### src/rtl/sap1_pkg.sv
// SAP-1 controller constants: opcodes, sequencer states and the 12-bit control word layout.
package sap1_pkg;

  localparam int NUM_T = 6;

  localparam logic [3:0] OP_LDA = 4'h0;
  localparam logic [3:0] OP_ADD = 4'h1;
  localparam logic [3:0] OP_SUB = 4'h2;
  localparam logic [3:0] OP_OUT = 4'hE;
  localparam logic [3:0] OP_HLT = 4'hF;

  typedef enum logic [1:0] {
    SEQ_IDLE = 2'd0,
    SEQ_RUN  = 2'd1,
    SEQ_HALT = 2'd2
  } seq_state_t;

  // Bit positions within con; _N bits are active-low.
  localparam int CON_CP   = 11;
  localparam int CON_EP   = 10;
  localparam int CON_LM_N = 9;
  localparam int CON_CE_N = 8;
  localparam int CON_LI_N = 7;
  localparam int CON_EI_N = 6;
  localparam int CON_LA_N = 5;
  localparam int CON_EA   = 4;
  localparam int CON_SU   = 3;
  localparam int CON_EU   = 2;
  localparam int CON_LB_N = 1;
  localparam int CON_LO_N = 0;

  function automatic logic [11:0] bit_at(int idx);
    return 12'b1 << idx;
  endfunction

  localparam logic [11:0] CON_IDLE = 12'h3E3;

  localparam logic [11:0] CON_T1     = (CON_IDLE | bit_at(CON_EP)) & ~bit_at(CON_LM_N);
  localparam logic [11:0] CON_T2     = CON_IDLE | bit_at(CON_CP);
  localparam logic [11:0] CON_T3     = CON_IDLE & ~(bit_at(CON_CE_N) | bit_at(CON_LI_N));
  localparam logic [11:0] CON_T4_MAR = CON_IDLE & ~(bit_at(CON_LM_N) | bit_at(CON_EI_N));
  localparam logic [11:0] CON_T5_LDA = CON_IDLE & ~(bit_at(CON_CE_N) | bit_at(CON_LA_N));
  localparam logic [11:0] CON_T5_LDB = CON_IDLE & ~(bit_at(CON_CE_N) | bit_at(CON_LB_N));
  localparam logic [11:0] CON_T6_ADD = (CON_IDLE | bit_at(CON_EU)) & ~bit_at(CON_LA_N);
  localparam logic [11:0] CON_T6_SUB = CON_T6_ADD | bit_at(CON_SU);
  localparam logic [11:0] CON_T4_OUT = (CON_IDLE | bit_at(CON_EA)) & ~bit_at(CON_LO_N);

endpackage

### src/rtl/ring_counter.sv
// One-hot T1..T6 ring with hold, sync load-T1 / sync clear, and async active-low clear.
module ring_counter
  import sap1_pkg::*;
(
  input  logic             CLK,
  input  logic             CLR_n,
  input  logic             load,
  input  logic             adv,
  input  logic             clr,
  output logic [NUM_T-1:0] t
);

  logic [NUM_T-1:0] t_q;

  always_ff @(posedge CLK or negedge CLR_n) begin
    if (!CLR_n)    t_q <= '0;
    else if (clr)  t_q <= '0;
    else if (load) t_q <= {{(NUM_T-1){1'b0}}, 1'b1};
    else if (adv)  t_q <= {t_q[NUM_T-2:0], t_q[NUM_T-1]};
  end

  assign t = t_q;

endmodule

### src/rtl/control_sequencer.sv
// SAP-1 controller-sequencer: IDLE/RUN/HALT control around the T-state ring,
// plus the combinational instruction decoder producing the control word.
module control_sequencer
  import sap1_pkg::*;
(
  input  logic        CLK,
  input  logic        CLR_n,
  input  logic [3:0]  opcode,
  input  logic        run,
  output logic [11:0] con,
  output logic [5:0]  t_state,
  output logic        halted
);

  seq_state_t state_q, state_d;
  logic       rc_load, rc_adv, rc_clr;

  always_ff @(posedge CLK or negedge CLR_n) begin
    if (!CLR_n) state_q <= SEQ_IDLE;
    else        state_q <= state_d;
  end

  // run low freezes everything: no state change and the ring holds.
  always_comb begin
    state_d = state_q;
    rc_load = 1'b0;
    rc_adv  = 1'b0;
    rc_clr  = 1'b0;
    if (run) begin
      case (state_q)
        SEQ_IDLE: begin
          state_d = SEQ_RUN;
          rc_load = 1'b1;
        end
        SEQ_RUN: begin
          if (t_state[3] && opcode == OP_HLT) begin
            state_d = SEQ_HALT;
            rc_clr  = 1'b1;
          end else begin
            rc_adv  = 1'b1;
          end
        end
        default: ;
      endcase
    end
  end

  ring_counter u_ring (
    .CLK   (CLK),
    .CLR_n (CLR_n),
    .load  (rc_load),
    .adv   (rc_adv),
    .clr   (rc_clr),
    .t     (t_state)
  );

  assign halted = (state_q == SEQ_HALT);

  always_comb begin
    con = CON_IDLE;
    if (run && state_q == SEQ_RUN) begin
      case (t_state)
        6'b000001: con = CON_T1;
        6'b000010: con = CON_T2;
        6'b000100: con = CON_T3;
        6'b001000: begin
          case (opcode)
            OP_LDA, OP_ADD, OP_SUB: con = CON_T4_MAR;
            OP_OUT:                 con = CON_T4_OUT;
            default:                con = CON_IDLE;
          endcase
        end
        6'b010000: begin
          case (opcode)
            OP_LDA:         con = CON_T5_LDA;
            OP_ADD, OP_SUB: con = CON_T5_LDB;
            default:        con = CON_IDLE;
          endcase
        end
        6'b100000: begin
          case (opcode)
            OP_ADD:  con = CON_T6_ADD;
            OP_SUB:  con = CON_T6_SUB;
            default: con = CON_IDLE;
          endcase
        end
        default: con = CON_IDLE;
      endcase
    end
  end

endmodule

### config.mk
export PLATFORM = sky130hd
export DESIGN_NAME = control_sequencer
export DESIGN_NICKNAME = d
export VERILOG_FILES = /design/src/rtl/sap1_pkg.sv /design/src/rtl/ring_counter.sv /design/src/rtl/control_sequencer.sv
export SDC_FILE = /design/constraint.sdc
export NUM_CORES = 1
export LEC_CHECK = 0
export CELL_PAD_IN_SITES_DETAIL_PLACEMENT = 0
export CELL_PAD_IN_SITES_GLOBAL_PLACEMENT = 1
export CORE_ASPECT_RATIO = 0.75
export CORE_MARGIN = 2
export CORE_UTILIZATION = 32
export CTS_BUF_LIST = sky130_fd_sc_hd__clkbuf_2
export DETAILED_ROUTE_END_ITERATION = 16
export GPL_TIMING_DRIVEN = 0
export PLACE_DENSITY = 0.9
export SYNTH_ARGS = -nofsm -noshare
export SYNTH_HDL_FRONTEND = slang
export SYNTH_HIERARCHICAL = 1
export SYNTH_SLANG_ARGS = --single-unit
### constraint.sdc
create_clock -name CLK -period 4.1 [get_ports CLK]
set_input_delay 0.41 -clock CLK [delete_from_list [all_inputs] [get_ports CLK]]
set_output_delay 0.41 -clock CLK [all_outputs]
set_load 0.005 [all_outputs]
==> flow_summary.toml, run 1 <==
[global_routing]
grt_max_degree = 10
grt_pass1_wl_um = 2573
grt_use_total_pct = 15.51
overflow = 0
antenna_found_initial = 0
grt_pass1_vias = 578

[power_and_ir_drop]
p_int_mw = 0.2809
sw_frac_of_total_pct = 41.36
irDropWorstVdd_v = 0.0003066
p_sw_mw = 0.1981
p_leak_nw = 0.3559
pwr-share-clk_pct = 10.0
seqPwrFrac_pct = 34.4
pwr-share-comb_pct = 55.6
powerDensity_nw_per_um2 = 537.7

[detailed_routing]
drc_errors = 0
drt-vias-per-instance = 5.258
wl_um = 1575
antenna_left = 0
drt_iter0_markers = 13
num_vias = 631
dr.pass1.iters = 4
routedWlPerCell_um = 13.13

[setup_path]
end_kind = "primary output"
slowest_stage = "a211oi_1"
crit_arrival_ns = 2.29
start_kind = "input port"
crit_path_frequent_cell = "clkdlybuf4s50_1"
crit_chain = "clkdlybuf4s50_1 > a211oi_1 > nand3b_1 > a211o_1 > clkdlybuf4s50_1"
critPathMaxFanout = 5
crit_type = "in2out"
timing.critical_path.required_ns = 3.69
critPathMaxStageDelay_ns = 0.50

[clock_network]
ctsResizeCount = 0
cts_buffers = 3
path_clk_slew_ns = 0.09
cts_tree = "built"
clockRootBuffer = "clkbuf_2"
cts_hold_buf = 0
clock_latency_ns = 0.24
htreeDepth = 1
postCtsSetupBuffers = 0
cts_sinks = 8
cts_max_path_buffers = 2

[layout]
drive_gt1_share_pct = 8.163
fin_nets = 107
design_area_um2 = 890.9
final_cell_mix = "clkdlybuf4s50_1, nor2_1, dfrtp_1"
mostFrequentLayoutCell = "clkdlybuf4s50_1"
n_fill_cell = 186
antenna_cells = 0
syn_to_final_growth_pct = 48.95

[sta]
finalHoldViolCount = 0
finalSetupTns_ns = 0
post-route-period-util_pct = 65.87
grt_setup_unrepaired = "false"
tightest_slew_ns = 0.4922
fin_crit_ns = 2.701
clock_skew_ns = 0.01298
maxSlewViolCount = 0
setup_viol = 0
fmax_mhz = 370.3
setup_ws_ns = 1.399
max-slew-margin-rel_pct = 66.99

[synthesis]
synth_warnings = 6
syn_nets = 77
syn_area_um2 = 598.1
ys.flop_type = "dfrtp_1"
muxShareOfSynthArea_pct = 10.04
synthXorXnorAreaFrac_pct = 1.464
synth_cell_types = 26
synth-edff-count = 0
synth-seq-cells = 8
synth_cells = 70
synth_top_family_by_area = "simple AND/OR/NAND/NOR gates"
synthArstFlopShare_pct = 100.0
synth-simple-area-share_pct = 44.14
synth.avg_cell_area_um2 = 8.544
synthAdderAreaFrac_pct = 0
synth_compound_area_share_pct = 7.741
seq_area_frac_synth_pct = 33.47

[place]
dp_slack_ns = 1.409
place_congestion = 0.7890
placed_area_um2 = 875.8
port_buffers = 25
dp_hpwl_um = 1233

[floorplanning]
rows = 13
die-height_um = 41.44
core_um2 = 1740
start_util_pct = 34.36
die_w_um = 53.92
ios = 26
die-area_um2 = 2234

[job]
cap_violations = 0

[hold_path]
min_path_type = "in2async"

[run_status]
status = "finished clean"
cell families after synthesis:
group,count (synthesis)
XOR/XNOR,1
AND/OR/NAND/NOR,46
multiplexers,6
flip-flops,8
AO/OA/AOI/OAI,6
buffers and inverters,3
state kept, by name, summed over array words and instances (netlist names):
signal,flops
state_q,2
u_ring/t,6
worst max-delay path, delay by kind of cell:
kind	cells	cell delay, ns
AOI/OAI and AO/OA	2	0.81
and+or+nand+nor	1	0.14
buffers and inverters	2	0.93
layer usage:
metal  global-route usage, %  share of wire [%]  wire length (um)  vias to the layer above
li1                        -                  -                 -                      310
met1                   22.32                 49               772                      302
met2                   22.20                 44               694                       19
met3                   6.475                6.9               108                        0
met4                   1.538                  0                 0                        0
met5                       0                  0                 0                        -
layout make-up:
class	instances	area, um2	share of cell area [%]
Tap cell	22	27.53	3.090
Buffer	1	11.26	1.264
Inverter	2	7.507	0.8427
Timing Repair Buffer	25	250.2	28.09
Sequential cell	8	200.2	22.47
Multi-Input combinational cell	59	379.1	42.56
Clock buffer	3	15.01	1.685
metrics by stage:
step / power (mW) / hold WS (ns) / std cells / utilization [%]
finish: 0.4790 / 0.4414 / 120 / 51.19
global placement: 0.4260 / 0.4868 / 117 / 50.32
global route: 0.5198 / 0.4502 / 120 / 51.19
detailed placement: 0.4298 / 0.5015 / 117 / 50.32
CTS: 0.4780 / 0.4552 / 120 / 51.19
floorplan: 0.3110 / 0.1144 / 70 / -
Yosys cell counts (2+ instances only):
master | count | area (um2)
inv_1 | 2 | 7.510
nand2b_1 | 3 | 18.77
dfrtp_1 | 8 | 200.2
nor2_1 | 8 | 30.03
or3_1 | 2 | 12.51
mux2i_1 | 6 | 60.06
nand2_1 | 7 | 26.28
nand3b_1 | 2 | 15.01
nand4_1 | 4 | 25.02
nor2b_1 | 5 | 31.28
nor4_2 | 2 | 25.02
nor3_1 | 7 | 35.03
worst paths after layout:
check | start | end | slack (ns) | cells past startpoint
worst min register to register | state_q[1]$_DFFE_PN0P_ | state_q[1]$_DFFE_PN0P_ | 0.52 | 1
max in group asynchronous | CLR_n | u_ring/t[5]$_DFFE_PN0P_ | 3.37 | 1
worst min-delay path | CLR_n | state_q[1]$_DFFE_PN0P_ | 0.44 | 1
worst max-delay path | opcode[1] | con[9] | 1.40 | 5
worst max register to register | state_q[1]$_DFFE_PN0P_ | u_ring/t[1]$_DFFE_PN0P_ | 2.54 | 4
min in group CLK | state_q[1]$_DFFE_PN0P_ | state_q[1]$_DFFE_PN0P_ | 0.52 | 1
power groups by stage:
stage / logic, mW / registers, mW / clock network, mW
floorplan: 0.157 / 0.154 / 0
global placement: 0.261 / 0.165 / 0
detailed placement: 0.266 / 0.164 / 0
CTS: 0.267 / 0.162 / 0.0483
global route: 0.290 / 0.172 / 0.0578
finish: 0.266 / 0.165 / 0.0480
Power figures use the tool's default switching activity.
==> run 2, diff against run 1 <==
- CORE_UTILIZATION: 32 -> 30
- PLACE_DENSITY: 0.9 -> 0.85
- clock period: 4.1 -> 2.7 ns (I/O delays scaled with it)
==> run 2 against run 1 <==
  * Flip-flop and latch count did not move
  * Power is 51% higher
  * Sequential power up 55%
  * Non-clock buffer count unchanged
  * Via count is 0.48% higher
  * Clock skew shrank 0.012 ns
  * Worst hold slack got worse by 0.13 ns
  * Largest power group unchanged
  * Highest routed layer unchanged
==> flow_summary.toml, run 2 (synthesized netlist as in run 1, its figures left out) <==
[power_and_ir_drop]
powerDensity_nw_per_um2 = 813.3
p_leak_nw = 0.3559
irDropWorstVdd_v = 0.0005042

[setup_path]
rr_worst_depth = 4
start_kind = "flip-flop"
timing.critical_path.required_ns = 2.43
timing.rr.start = "state_q[1]$_DFFE_PN0P_"
critPathLaunch = "u_ring/t[2]$_DFFE_PN0P_"
end_kind = "primary output"
critPathMaxFanout = 7
crit_type = "reg2out"
crit_arrival_ns = 2.18

[floorplanning]
start_util_pct = 33.13
die_w_um = 55.56
core_um2 = 1805
ios = 26
die-area_um2 = 2370
die-height_um = 42.67
rows = 13

[detailed_routing]
highest-signal-layer = "met3"
antenna_left = 0
routedWlPerCell_um = 13.57
drt-vias-per-instance = 5.283
dr_wl_met3_um = 85
drt_iter0_markers = 16
drc_errors = 0
dr.pass1.iters = 4
num_vias = 634
dr_wl_met2_um = 654
met1_length_um = 888
wl_um = 1628

[layout]
n_fill_cell = 179
final_cell_mix = "clkdlybuf4s50_1, nor2_1, dfrtp_1"
antenna_cells = 0
design_area_um2 = 890.9
largest_reg_flops = 6
syn_to_final_growth_pct = 48.95
drive_gt1_share_pct = 8.163
fin_nets = 107
finalNonFillerCells = 120
mostFrequentLayoutCell = "clkdlybuf4s50_1"

[global_routing]
grt_max_degree = 10
antenna_found_initial = 0
grt_pass1_wl_um = 2691
grt_use_total_pct = 14.50
grt_pass1_vias = 570
overflow = 0

[place]
dp.cells = 117
dp_hpwl_um = 1236
port_buffers = 25
placed_area_um2 = 875.8
place_congestion = 0.7902

[job]
cap_violations = 0

[sta]
post-route-period-util_pct = 90.74
fin_crit_ns = 2.450
finalSetupTns_ns = 0
maxSlewViolCount = 0
clock_skew_ns = 0.001311
tightest_slew_ns = 0.5173
finalHoldViolCount = 0
max-slew-margin-rel_pct = 65.31
grt_setup_unrepaired = "false"
fmax_mhz = 408.2
setup_viol = 0

[clock_network]
cts_sinks = 8
ctsResizeCount = 0
htreeDepth = 1
clock_latency_ns = 0.24
cts_buffers = 3
path_clk_slew_ns = 0.07
cts_tree = "built"
postCtsSetupBuffers = 0
cts_max_path_buffers = 2
cts_hold_buf = 0
clockRootBuffer = "clkbuf_2"

[run_status]
status = "finished clean"

[hold_path]
min_path_type = "in2async"
[run 2: cell counts in the layout (fill, tap and decap cells not counted)]
No cell type changed its count.
[run 2: cell type report]
class                           instances  area, um2  area share [%]
Multi-Input combinational cell         59      379.1           42.56
Inverter                                2      7.507          0.8427
Clock buffer                            3      15.01           1.685
Buffer                                  1      11.26           1.264
Timing Repair Buffer                   25      250.2           28.09
Tap cell                               22      27.53           3.090
Sequential cell                         8      200.2           22.47
[run 2: path summary, 6_finish.rpt]
kind | to | slack [ns]
setup / recovery | con[4] | 0.25
hold / removal | state_q[0]$_DFFE_PN0P_ | 0.31
setup reg to reg | u_ring/t[2]$_DFFE_PN0P_ | 1.15
hold reg to reg | state_q[1]$_DFFE_PN0P_ | 0.51
max in group asynchronous | u_ring/t[4]$_DFFE_PN0P_ | 2.13
min in group CLK | state_q[1]$_DFFE_PN0P_ | 0.51
[run 2: where the power goes]
part / total [mW] / internal (mW) / switching (mW)
combinational: 0.397 / 0.231 / 0.166
sequential: 0.256 / 0.165 / 0.0909
clock: 0.0712 / 0.0303 / 0.0409
[run 2: per-stage QoR]
step | util, % | power (mW) | worst slack, ns | hold WS, ns
after floorplan | - | 0.4722 | 1.097 | -0.02559
after global placement | 48.51 | 0.6491 | 0.2622 | 0.4896
after detailed placement | 48.51 | 0.6510 | 0.3110 | 0.4914
after CTS | 49.34 | 0.7259 | 0.2143 | 0.3036
after global routing | 49.34 | 0.7795 | 0.1207 | 0.3149
final | 49.34 | 0.7245 | 0.2500 | 0.3067
[run 2: critical path, stage by stage, from the launching register on]
cell             delay, ns
dfrtp_1               0.45
or3_1                 0.42
or2_4                 0.27
nor4_2                0.27
clkdlybuf4s50_1       0.54
[run 2: metal layers]
layer	up-vias	track usage, %
met5	-	0
met4	0	2.927
met3	0	6.402
met2	16	19.05
met1	303	21.46
li1	315	-
==> run 3, diff against run 2 <==
- PLACE_DENSITY: 0.85 -> unset
- PLACE_DENSITY_LB_ADDON: unset -> 0.1
- SETUP_SLACK_MARGIN: unset -> 0.2
==> run 3 against run 2 <==
  * Cell area grew 2.4%
  * Clock skew is essentially flat
  * Utilization grew 1.2 points
  * Fmax grew 1.5%
  * Cell count grew 0.83%
  * Non-clock buffer count grew 1
  * Register-to-register slack is essentially flat
  * Worst hold slack gained 0.0020 ns
  * Setup slack gained 0.037 ns
  * Critical path depth is the same
  * Largest cell class unchanged
  * Largest power group unchanged
==> flow_summary.toml, run 3 (synthesized netlist as in run 1, its figures left out) <==
[detailed_routing]
wl_um = 1646
routedWlPerCell_um = 13.60
dr.pass1.iters = 4
drt_iter0_markers = 18
drc_errors = 0
num_vias = 610
drt-vias-per-instance = 5.041
antenna_left = 0

[run_status]
status = "finished clean"

[sta]
fmax_mhz = 414.3
clock_skew_ns = 0.0008723
post-route-period-util_pct = 89.39
finalHoldViolCount = 0
max-slew-margin-rel_pct = 69.78
finalSetupTns_ns = 0
setup_viol = 0
maxSlewViolCount = 0
setup_ws_ns = 0.2865
grt_setup_unrepaired = "false"
fin_crit_ns = 2.413
tightest_slew_ns = 0.4524
worst_hold_slack_ns = 0.3087

[hold_path]
min_path_type = "in2async"

[setup_path]
timing.critical_path.required_ns = 2.43
critPathMaxFanout = 6
crit_type = "reg2out"
rr_worst_depth = 4
end_kind = "primary output"
crit_arrival_ns = 2.14
start_kind = "flip-flop"

[power_and_ir_drop]
irDropWorstVdd_v = 0.0005362
p_leak_nw = 0.3609
powerDensity_nw_per_um2 = 813.5

[global_routing]
grt_pass1_vias = 590
grt_pass1_wl_um = 2746
grt_max_degree = 10
overflow = 0
antenna_found_initial = 0
grt_use_total_pct = 15.06

[layout]
syn_to_final_growth_pct = 52.51
drive_gt1_share_pct = 13.13
final_cell_mix = "clkdlybuf4s50_1, nor2_1, nor3_1, nand2_1"
finalNonFillerCells = 121
antenna_cells = 0
fin_nets = 108
design_area_um2 = 912.1
mostFrequentLayoutCell = "clkdlybuf4s50_1"
largest_reg_flops = 6

[job]
cap_violations = 0

[clock_network]
cts_hold_buf = 0
htreeDepth = 1
clock_latency_ns = 0.23
cts_sinks = 8
cts_max_path_buffers = 2
cts_tree = "built"
cts_buffers = 3
path_clk_slew_ns = 0.08
clockRootBuffer = "clkbuf_2"

[place]
dp_slack_ns = 0.2748
placed_area_um2 = 875.8
port_buffers = 25
dp.cells = 117
dp_hpwl_um = 1249
place_congestion = 0.7427

[floorplanning]
die-height_um = 42.67
ios = 26
start_util_pct = 33.13
core_um2 = 1805
rows = 13
die_w_um = 55.56
die-area_um2 = 2370
[run 3: area by class of cell]
type | count | area [um2]
fillers | 176 | 893.4
multi-input cells | 59 | 390.4
repair buffers | 26 | 257.7
flip-flops and latches | 8 | 202.7
well taps | 22 | 27.53
clock buffers | 3 | 15.01
plain buffers | 1 | 11.26
inverters | 2 | 7.507
[run 3: worst paths after layout]
check                                   startpoint                       to  slack, ns
hold reg to reg             state_q[1]$_DFFE_PN0P_   state_q[1]$_DFFE_PN0P_       0.51
hold / removal                               CLR_n  u_ring/t[0]$_DFFE_PN0P_       0.31
min in group CLK            state_q[1]$_DFFE_PN0P_   state_q[1]$_DFFE_PN0P_       0.51
max in group asynchronous                    CLR_n  u_ring/t[2]$_DFFE_PN0P_       2.11
setup reg to reg            state_q[1]$_DFFE_PN0P_  u_ring/t[1]$_DFFE_PN0P_       1.14
setup / recovery           u_ring/t[5]$_DFFE_PN0P_                   con[4]       0.29
[run 3: what timing repair did]
| item | CTS | global route |
|---|---|---|
| endpoints found under the setup margin | 0 | 3 |
| buffers inserted | 0 | 1 |
| resized for setup | 0 | 4 |
[run 3: routing by layer]
layer	global-route usage [%]	up-vias	wire, um
met4	2.927	0	0
met3	7.622	0	126
met5	0	-	0
met1	21.52	272	893
met2	20.00	22	626
li1	-	316	-
[run 3: report_power, final]
part	internal [mW]	switching [mW]	total [mW]
Sequential	0.168	0.0856	0.253
Combinational	0.241	0.177	0.418
Clock	0.0303	0.0403	0.0706
Total	0.439	0.303	0.742
[run 3: worst max-delay path, cell delays in order (launching register included)]
cell and delay (ns):
dfrtp_2 0.45, or3_1 0.38, or2_4 0.27, nor4_2 0.28, clkdlybuf4s50_1 0.54
[run 3: through the flow]
step | utilization [%] | total power [mW]
2_1_floorplan | - | 0.4722
3_3_place_gp | 48.51 | 0.6532
3_5_place_dp | 48.51 | 0.6540
4_1_cts | 49.34 | 0.7277
5_1_grt | 50.52 | 0.8064
6_report | 50.52 | 0.7420
